**src/rtl/axil_default_slave.sv**
```systemverilog
// ----------------------------------------------------------------------------
// axil_default_slave
//   AXI4-Lite default (error) slave. Terminates every write and read that the
//   interconnect routes to an unmapped address and answers with RESP_CODE.
//   Reads return a fixed data pattern. Saturating error counters and the last
//   offending addresses are exposed for debug/CSR use.
//
// Ports
//   aclk, aresetn            clock, synchronous active-low reset
//   s_axil_aw* / s_axil_w*   write address / data channels (data ignored)
//   s_axil_b*                write response channel
//   s_axil_ar* / s_axil_r*   read address / data channels
//   clr_cnt                  synchronous clear of both error counters
//   err_wr_cnt, err_rd_cnt   completed erroneous writes / reads, saturating
//   last_wr_addr             address of the most recently accepted AW
//   last_rd_addr             address of the most recently accepted AR
//   err_pulse                one-cycle pulse after any AW or AR acceptance
// ----------------------------------------------------------------------------
`timescale 1ns/1ps
module axil_default_slave #(
  parameter int          ADDR_WIDTH    = 32,
  parameter int          DATA_WIDTH    = 32,
  parameter logic [1:0]  RESP_CODE     = 2'b11,
  parameter logic [31:0] RDATA_PATTERN = 32'hDEAD_BEEF,
  parameter int          CNT_WIDTH     = 16
) (
  input  logic                    aclk,
  input  logic                    aresetn,
  input  logic [ADDR_WIDTH-1:0]   s_axil_awaddr,
  input  logic                    s_axil_awvalid,
  output logic                    s_axil_awready,
  input  logic [DATA_WIDTH-1:0]   s_axil_wdata,
  input  logic [DATA_WIDTH/8-1:0] s_axil_wstrb,
  input  logic                    s_axil_wvalid,
  output logic                    s_axil_wready,
  output logic [1:0]              s_axil_bresp,
  output logic                    s_axil_bvalid,
  input  logic                    s_axil_bready,
  input  logic [ADDR_WIDTH-1:0]   s_axil_araddr,
  input  logic                    s_axil_arvalid,
  output logic                    s_axil_arready,
  output logic [DATA_WIDTH-1:0]   s_axil_rdata,
  output logic [1:0]              s_axil_rresp,
  output logic                    s_axil_rvalid,
  input  logic                    s_axil_rready,
  input  logic                    clr_cnt,
  output logic [CNT_WIDTH-1:0]    err_wr_cnt,
  output logic [CNT_WIDTH-1:0]    err_rd_cnt,
  output logic [ADDR_WIDTH-1:0]   last_wr_addr,
  output logic [ADDR_WIDTH-1:0]   last_rd_addr,
  output logic                    err_pulse
);

  // Pattern is zero-extended or truncated to the bus width.
  localparam logic [DATA_WIDTH-1:0] RDATA_VAL = DATA_WIDTH'(RDATA_PATTERN);

  typedef enum logic {W_COLLECT, W_RESP} wr_state_t;
  typedef enum logic {R_ADDR, R_DATA} rd_state_t;

  wr_state_t wr_state, wr_state_nxt;
  rd_state_t rd_state, rd_state_nxt;

  logic got_aw, got_aw_nxt;
  logic got_w, got_w_nxt;
  logic awready_nxt, wready_nxt, bvalid_nxt;
  logic [1:0] bresp_nxt;
  logic arready_nxt, rvalid_nxt;
  logic [1:0] rresp_nxt;
  logic [DATA_WIDTH-1:0] rdata_nxt;

  logic aw_hs, w_hs, b_hs, ar_hs, r_hs;

  // Write data is never inspected; fold it into a sink so it is not flagged.
  logic unused_wdata;
  assign unused_wdata = ^{s_axil_wdata, s_axil_wstrb};

  assign aw_hs = s_axil_awvalid & s_axil_awready;
  assign w_hs  = s_axil_wvalid  & s_axil_wready;
  assign b_hs  = s_axil_bvalid  & s_axil_bready;
  assign ar_hs = s_axil_arvalid & s_axil_arready;
  assign r_hs  = s_axil_rvalid  & s_axil_rready;

  function automatic logic [CNT_WIDTH-1:0] sat_inc(input logic [CNT_WIDTH-1:0] cnt,
                                                   input logic                 en);
    return (en && (cnt != {CNT_WIDTH{1'b1}})) ? cnt + 1'b1 : cnt;
  endfunction

  // Write FSM: AW and W collected independently, response once both seen.
  always_comb begin
    wr_state_nxt = wr_state;
    got_aw_nxt   = got_aw;
    got_w_nxt    = got_w;
    awready_nxt  = s_axil_awready;
    wready_nxt   = s_axil_wready;
    bvalid_nxt   = s_axil_bvalid;
    bresp_nxt    = s_axil_bresp;
    case (wr_state)
      W_COLLECT: begin
        got_aw_nxt  = got_aw | aw_hs;
        got_w_nxt   = got_w | w_hs;
        // Ready stays up until its own channel has been accepted; this also
        // raises both readies on the first cycle out of reset.
        awready_nxt = ~got_aw_nxt;
        wready_nxt  = ~got_w_nxt;
        if (got_aw_nxt && got_w_nxt) begin
          wr_state_nxt = W_RESP;
          bvalid_nxt   = 1'b1;
          bresp_nxt    = RESP_CODE;
        end
      end
      W_RESP: begin
        if (s_axil_bready) begin
          wr_state_nxt = W_COLLECT;
          got_aw_nxt   = 1'b0;
          got_w_nxt    = 1'b0;
          awready_nxt  = 1'b1;
          wready_nxt   = 1'b1;
          bvalid_nxt   = 1'b0;
          bresp_nxt    = 2'b00;
        end
      end
    endcase
  end

  // Read FSM: single outstanding read, answered the cycle after AR.
  always_comb begin
    rd_state_nxt = rd_state;
    arready_nxt  = s_axil_arready;
    rvalid_nxt   = s_axil_rvalid;
    rdata_nxt    = s_axil_rdata;
    rresp_nxt    = s_axil_rresp;
    case (rd_state)
      R_ADDR: begin
        arready_nxt = ~ar_hs;
        if (ar_hs) begin
          rd_state_nxt = R_DATA;
          rvalid_nxt   = 1'b1;
          rdata_nxt    = RDATA_VAL;
          rresp_nxt    = RESP_CODE;
        end
      end
      R_DATA: begin
        if (s_axil_rready) begin
          rd_state_nxt = R_ADDR;
          arready_nxt  = 1'b1;
          rvalid_nxt   = 1'b0;
          rdata_nxt    = '0;
          rresp_nxt    = 2'b00;
        end
      end
    endcase
  end

  always_ff @(posedge aclk) begin
    if (!aresetn) begin
      wr_state       <= W_COLLECT;
      rd_state       <= R_ADDR;
      got_aw         <= 1'b0;
      got_w          <= 1'b0;
      s_axil_awready <= 1'b0;
      s_axil_wready  <= 1'b0;
      s_axil_bvalid  <= 1'b0;
      s_axil_bresp   <= 2'b00;
      s_axil_arready <= 1'b0;
      s_axil_rvalid  <= 1'b0;
      s_axil_rdata   <= '0;
      s_axil_rresp   <= 2'b00;
      err_wr_cnt     <= '0;
      err_rd_cnt     <= '0;
      last_wr_addr   <= '0;
      last_rd_addr   <= '0;
      err_pulse      <= 1'b0;
    end else begin
      wr_state       <= wr_state_nxt;
      rd_state       <= rd_state_nxt;
      got_aw         <= got_aw_nxt;
      got_w          <= got_w_nxt;
      s_axil_awready <= awready_nxt;
      s_axil_wready  <= wready_nxt;
      s_axil_bvalid  <= bvalid_nxt;
      s_axil_bresp   <= bresp_nxt;
      s_axil_arready <= arready_nxt;
      s_axil_rvalid  <= rvalid_nxt;
      s_axil_rdata   <= rdata_nxt;
      s_axil_rresp   <= rresp_nxt;
      err_pulse      <= aw_hs | ar_hs;
      if (aw_hs) last_wr_addr <= s_axil_awaddr;
      if (ar_hs) last_rd_addr <= s_axil_araddr;
      // Clear takes priority over a same-cycle completion.
      if (clr_cnt) begin
        err_wr_cnt <= '0;
        err_rd_cnt <= '0;
      end else begin
        err_wr_cnt <= sat_inc(err_wr_cnt, b_hs);
        err_rd_cnt <= sat_inc(err_rd_cnt, r_hs);
      end
    end
  end

endmodule

```
**config.mk**
```make
export PLATFORM = sky130hd
export DESIGN_NAME = axil_default_slave
export DESIGN_NICKNAME = d
export VERILOG_FILES = /design/src/rtl/axil_default_slave.sv
export SDC_FILE = /design/constraint.sdc
export NUM_CORES = 1
export LEC_CHECK = 0
export CORE_AREA = 2 2 106 108
export CTS_CLUSTER_DIAMETER = 50
export DETAILED_ROUTE_END_ITERATION = 10
export DIE_AREA = 0 0 108 110
export GPL_TIMING_DRIVEN = 0
export PLACE_DENSITY = 0.92
export SLEW_MARGIN = 20
export SYNTH_ARGS = -nofsm -noshare
export SYNTH_HDL_FRONTEND = slang
export SYNTH_SLANG_ARGS = --single-unit
export TNS_END_PERCENT = 100
```
**constraint.sdc**
```tcl
create_clock -name aclk -period 3.2 [get_ports aclk]
set_input_delay 0.48 -clock aclk [delete_from_list [all_inputs] [get_ports aclk]]
set_output_delay 0.48 -clock aclk [all_outputs]
set_load 0.05 [all_outputs]
```
# After elaboration in Yosys (flattened, before gate mapping)
# Cells that the tools add are included.
# Widths: inputs -> output; s select.
[word_totals]
regBits = 142
in_bits = 108
[classes]
add_sub_neg = 2
n_eq_ne = 6
muxes = 28
bitwise_logic = 14
n_reduce_logical = 6
[ops]
columns = ["cell", "count"]
rows = [
  ["$mux 32", 2],
  ["$pmux 32 s2", 1],
  ["$add 16x1->16 const B", 2],
  ["$ne 16x16->1 const B", 2],
  ["$pmux 1 s2", 9],
  ["$mux 1", 10],
  ["$mux 2", 4],
  ["$ne 2x2->1 const B", 4],
  ["$pmux 2 s2", 2],
  ["$not 1->1", 6],
  ["$and 1x1->1", 5],
  ["$reduce_and 2->1", 2],
  ["$logic_and 1x1->1", 3],
  ["$or 1x1->1", 3],
  ["$reduce_or 2->1", 1],
]

# Logic depth before layout (Yosys ltp)
# Gate-level depths: netlist of the first run.
[logic_depth]
ltp_word = 5
depth_mapped = 5
depth_no_buf = 5

# Worst setup path before layout of the first run
# No wires, ideal clock.
[synth_timing]
path_kind = "reg-to-reg"
start = "register, netlist name s_axil_rresp[0]"
end = "register err_rd_cnt[15]"
arrival_ps = 2258
required_ps = 3130
path_slack_ps = 872
stages_incl_launch_ff = 5
path_buffers = 0
period_less_slack_ps = 2328
path_cell_list = "dfxtp_1 > and4_1 > nand4_1 > or4_1 > a21oi_1"
[synth_lines]
columns = ["item", "line", "source"]
rows = [
  ["end signal: assignment", "195", "err_rd_cnt <= sat_inc(err_rd_cnt, r_hs);"],
  ["end: declaration", "48", "output logic [CNT_WIDTH-1:0] err_rd_cnt,"],
]

# Worst setup path in the final report of the first run
[layout_timing]
start = "register s_axil_rresp[0]"
end = "output port s_axil_rresp[0]"
[layout_lines]
columns = ["item", "line", "source"]
rows = [
  ["start: declaration", "43", "output logic [1:0] s_axil_rresp,"],
  ["start signal: assignment", "185", "s_axil_rresp <= rresp_nxt;"],
]
# No word-level cell between the ends.

==> results of run 1 <==
[final cells by class]
type / instances / share of cell area [%]
clock inverter: 6 / 0.806
timing repair buffer: 201 / 29.4
sequential: 106 / 31.1
tap: 140 / 2.56
clock buffer: 10 / 1.87
multi-input combinational: 381 / 28.6
inverter: 8 / 0.439
buffer: 60 / 5.27
[report_power, final]
group | internal (mW) | switching [mW] | total (mW)
logic | 0.276 | 0.437 | 0.714
registers | 1.37 | 0.0375 | 1.41
clock network | 0.301 | 0.485 | 0.787
[how the worst max path moves through the flow]
stage,startpoint,endpoint,slack (ns)
after global placement,s_axil_rresp[0]$_SDFFE_PN0P_,s_axil_rdata[27],0.75
after CTS,s_axil_rresp[0]$_SDFFE_PN0P_,s_axil_rresp[0],0.33
final,s_axil_rresp[0]$_SDFFE_PN0P_,s_axil_rresp[0],0.37
after global routing,s_axil_rresp[0]$_SDFFE_PN0P_,s_axil_rdata[7],0.19
after floorplan,s_axil_rresp[0]$_SDFFE_PN0P_,err_rd_cnt[15]$_SDFFE_PP0P_,0.87
after detailed placement,s_axil_bready,err_wr_cnt[10]$_SDFFE_PP0P_,0.73
[cell families after synthesis]
group,synth area share [%]
adders and majority gates,0.564
and+or+nand+nor,24.6
AOI/OAI and AO/OA,16.9
xor gates and xnor gates,0.395
muxes,0.902
buffers and inverters,8.80
DFF,47.8
other,0.0845
[layer usage]
metal | wire (µm) | up-vias
met5 | 0 | -
met4 | 223 | 0
met3 | 1160 | 18
met2 | 6340 | 159
met1 | 5000 | 2078
li1 | - | 2300
[flip-flops by register name, summed over array words and instances, names as in the netlist]
signal          count
s_axil_bresp        1
wr_state            1
err_wr_cnt         16
s_axil_rresp        1
err_rd_cnt         16
s_axil_awready      1
got_aw              1
s_axil_wready       1
got_w               1
last_rd_addr       32
s_axil_arready      1
rd_state            1
err_pulse           1
last_wr_addr       32
[worst register-to-register path, delay by kind of cell (launching register included)]
family | cells | cell delay [ns]
compound gates | 1 | 0.14
simple gates | 3 | 1.17
flops | 1 | 0.96
[per-stage QoR]
stage / hold WS [ns] / area (µm²) / util, % / power (mW) / std cells
floorplan: 0.455 / 4460 / - / 1.87 / 555
global placement: 0.440 / 6650 / 62.2 / 2.15 / 896
detailed placement: 0.446 / 6650 / 62.2 / 2.15 / 896
CTS: 0.461 / 6830 / 63.9 / 2.94 / 912
global route: 0.479 / 6830 / 63.9 / 3.04 / 912
finish: 0.459 / 6830 / 63.9 / 2.91 / 912
[cell usage in the layout (no fill, tap or decap), types with 2 or more instances in the layout]
cell and n:
nand3_1 11, nor2_1 16, o311ai_0 2, o21a_1 6, nor4_1 5, nor4_2 2, dfxtp_1 106, and2_1 4
conb_1 8, nand2_1 148, ha_1 2, or3_1 11, inv_6 3, clkdlybuf4s50_1 201, or2_2 2, clkinv_4 2
or4_1 9, o41ai_1 4, nor3_1 3, o31ai_1 10, buf_4 36, clkbuf_8 9, inv_1 7, a21oi_1 90
clkbuf_1 25, nand2b_1 2, and4_1 6, o21ai_0 13, nand4_1 9, mux2i_1 4
==> summary.txt, run 1 <==
Logic synthesis
  • Asr flop ratio synth: 0%
  • #FFs+latches synth: roughly 110
  • Synth unique cells: 41
  • Synth Warn #: 0
  • Post-synth EDFFs: 0
  • Top_reg_cell synth: dfxtp_1
  • Area contributors post-synth: dfxtp_1 (48%), nand2_1 (13%), a21oi_1 (10%), buf_4 (6.1%), clkbuf_1 (2.0%)
  • Share of the synthesized area in the top cell type: a little under half
  • Mean area per synthesized cell: 8.10 µm²
  • Area leader, netlist: dfxtp_1
  • Syn Std Cell Area: ~0.0044 mm²
  • Count leader, synth: nand2_1
  • Mapped Cells: ~550
  • Post-synthesis sequential area ratio: between 40% and 50%
  • Top cells by count, synth: nand2_1 (148), dfxtp_1 (106), a21oi_1 (90)

Clock network
  • CTS tree: built
  • Hold_buf cts: 0
  • H-tree Lvls: 3
  • Sink Count: approximately 110
  • Clock slew at reported path FFs: between 0.1 and 0.15 ns
  • Post-CTS setup buffer count: 0
  • CTS buffer count: 9
  • CTS max path bufs: 2
  • CTS root buf: clkbuf_8
  • Post_cts resized: 0
  • Later-pin clock latency in the skew report: around 0.36 ns

Critical path
  • CP startpoint kind: flop
  • Critical-path maximum fanout: 32
  • Cell family with most CP delay: buffers and inverters
  • CP endpoint kind: output pin
  • Critical R2R Capture: err_rd_cnt[15]$_SDFFE_PP0P_
  • Crit path buf inv count: 2
  • Highest cell delay on the worst timing path: around 0.96 ns
  • Worst EP arrival: between 2 and 2.5 ns
  • CP max-delay cell: dfxtp_1
  • CP Depth: 2
  • R2r worst-path depth: 4
  • Worst path cell trace: buf_4 > clkdlybuf4s50_1
  • RR Startpoint: s_axil_rresp[0]$_SDFFE_PN0P_
  • Req. time, crit path: roughly 2.7 ns
  • Reg2reg setup slack: 0.87 ns
  • Critical path type: flop to output pin

Placed design
  • GP Congestion: between 0.8 and 0.9
  • Pre-CTS WS: about 0.73 ns
  • IO Port Bufs: approximately 200
  • Dpl hpwl: between 9000 and 10000 µm

STA
  • Final setup margin: ~0.37 ns
  • Slew HR: a little under two fifths
  • Fin crit share: 88.5%
  • Tmin final: 2.83 ns
  • Final Hold Viols: 0
  • Worst slew pin tran: roughly 0.95 ns
  • RSZ-0062 raised after global routing: no
  • Clock skew: 0.0162 ns
  • # setup viols final: 0
  • Slew Limit Fails: 0
  • Maximum clock rate: ~350 MHz
  • TNS Setup: 0 ns

Layout
  • Nets@finish: roughly 880
  • Fraction of layout cells with a size suffix above 1: 7.77%
  • N_diodes: 0
  • Register area: 0.00212 mm²
  • Area of the multi-input gates: ~0.0020 mm²
  • Fill cell count: between 900 and 1000
  • Area Growth Syn to Fin: 54.0%

Detailed routing
  • Vias/cell: approximately 5
  • DRC viols: 0
  • Drt total wl: around 13000 µm
  • Initial DRC Count: around 190
  • Drt wl/cell: 13.9 µm
  • ANT nets after route: 0
  • Initial DRT Pass Iterations: 4
  • Vias: between 4000 and 5000

Worst hold path
  • Hold path startpoint: last_wr_addr[16]$_SDFFE_PN0P_
  • Hold Path Depth: 2
  • Type of the worst min-delay path: flop to flop
  • End of the worst hold path: last_wr_addr[16]$_SDFFE_PN0P_

GRT
  • Vias in the first global route: roughly 4200
  • GRT met1 Usage: 25.0%
  • Tot GR Track Use: 21.4%
  • Total gr overflow: 0
  • Grt met2 use: ~37%
  • Pin count of the biggest net entering global routing: 33
  • Met3 usage: between 7 and 8%
  • First-pass GRT wire length: just over 20000 µm
  • GR peak layer: met2
  • Initial antenna violation count: 0

Flow run
  • Maxcap violations: 0

Pwr
  • Leak: ~2.4 nW
  • Worst IR Drop VDD: about 0.00026 V
  • PwrDens: around 430 mW/mm²

Die
  • IO Pins: around 250
  • Initial Util: between 40% and 50%
  • Die Height: between 100 and 150 µm
  • Core area: between 0.01 and 0.015 mm²
  • Core Rows: 38
  • Die W: ~110 µm
  • Die area: roughly 0.012 mm²

Outcome
  • Status: complete, no violations
No activity file was read; power rests on OpenSTA's default activity.
==> inputs of run 2 (changes only) <==
--- a/config.mk
+++ b/config.mk
@@ -11,7 +11,6 @@
 export DIE_AREA = 0 0 108 110
 export GPL_TIMING_DRIVEN = 0
 export PLACE_DENSITY = 0.92
-export SLEW_MARGIN = 20
 export SYNTH_ARGS = -nofsm -noshare
 export SYNTH_HDL_FRONTEND = slang
 export SYNTH_SLANG_ARGS = --single-unit
==> results of run 2 <==
Final layout, timing and power as in run 1 (identical DEF).
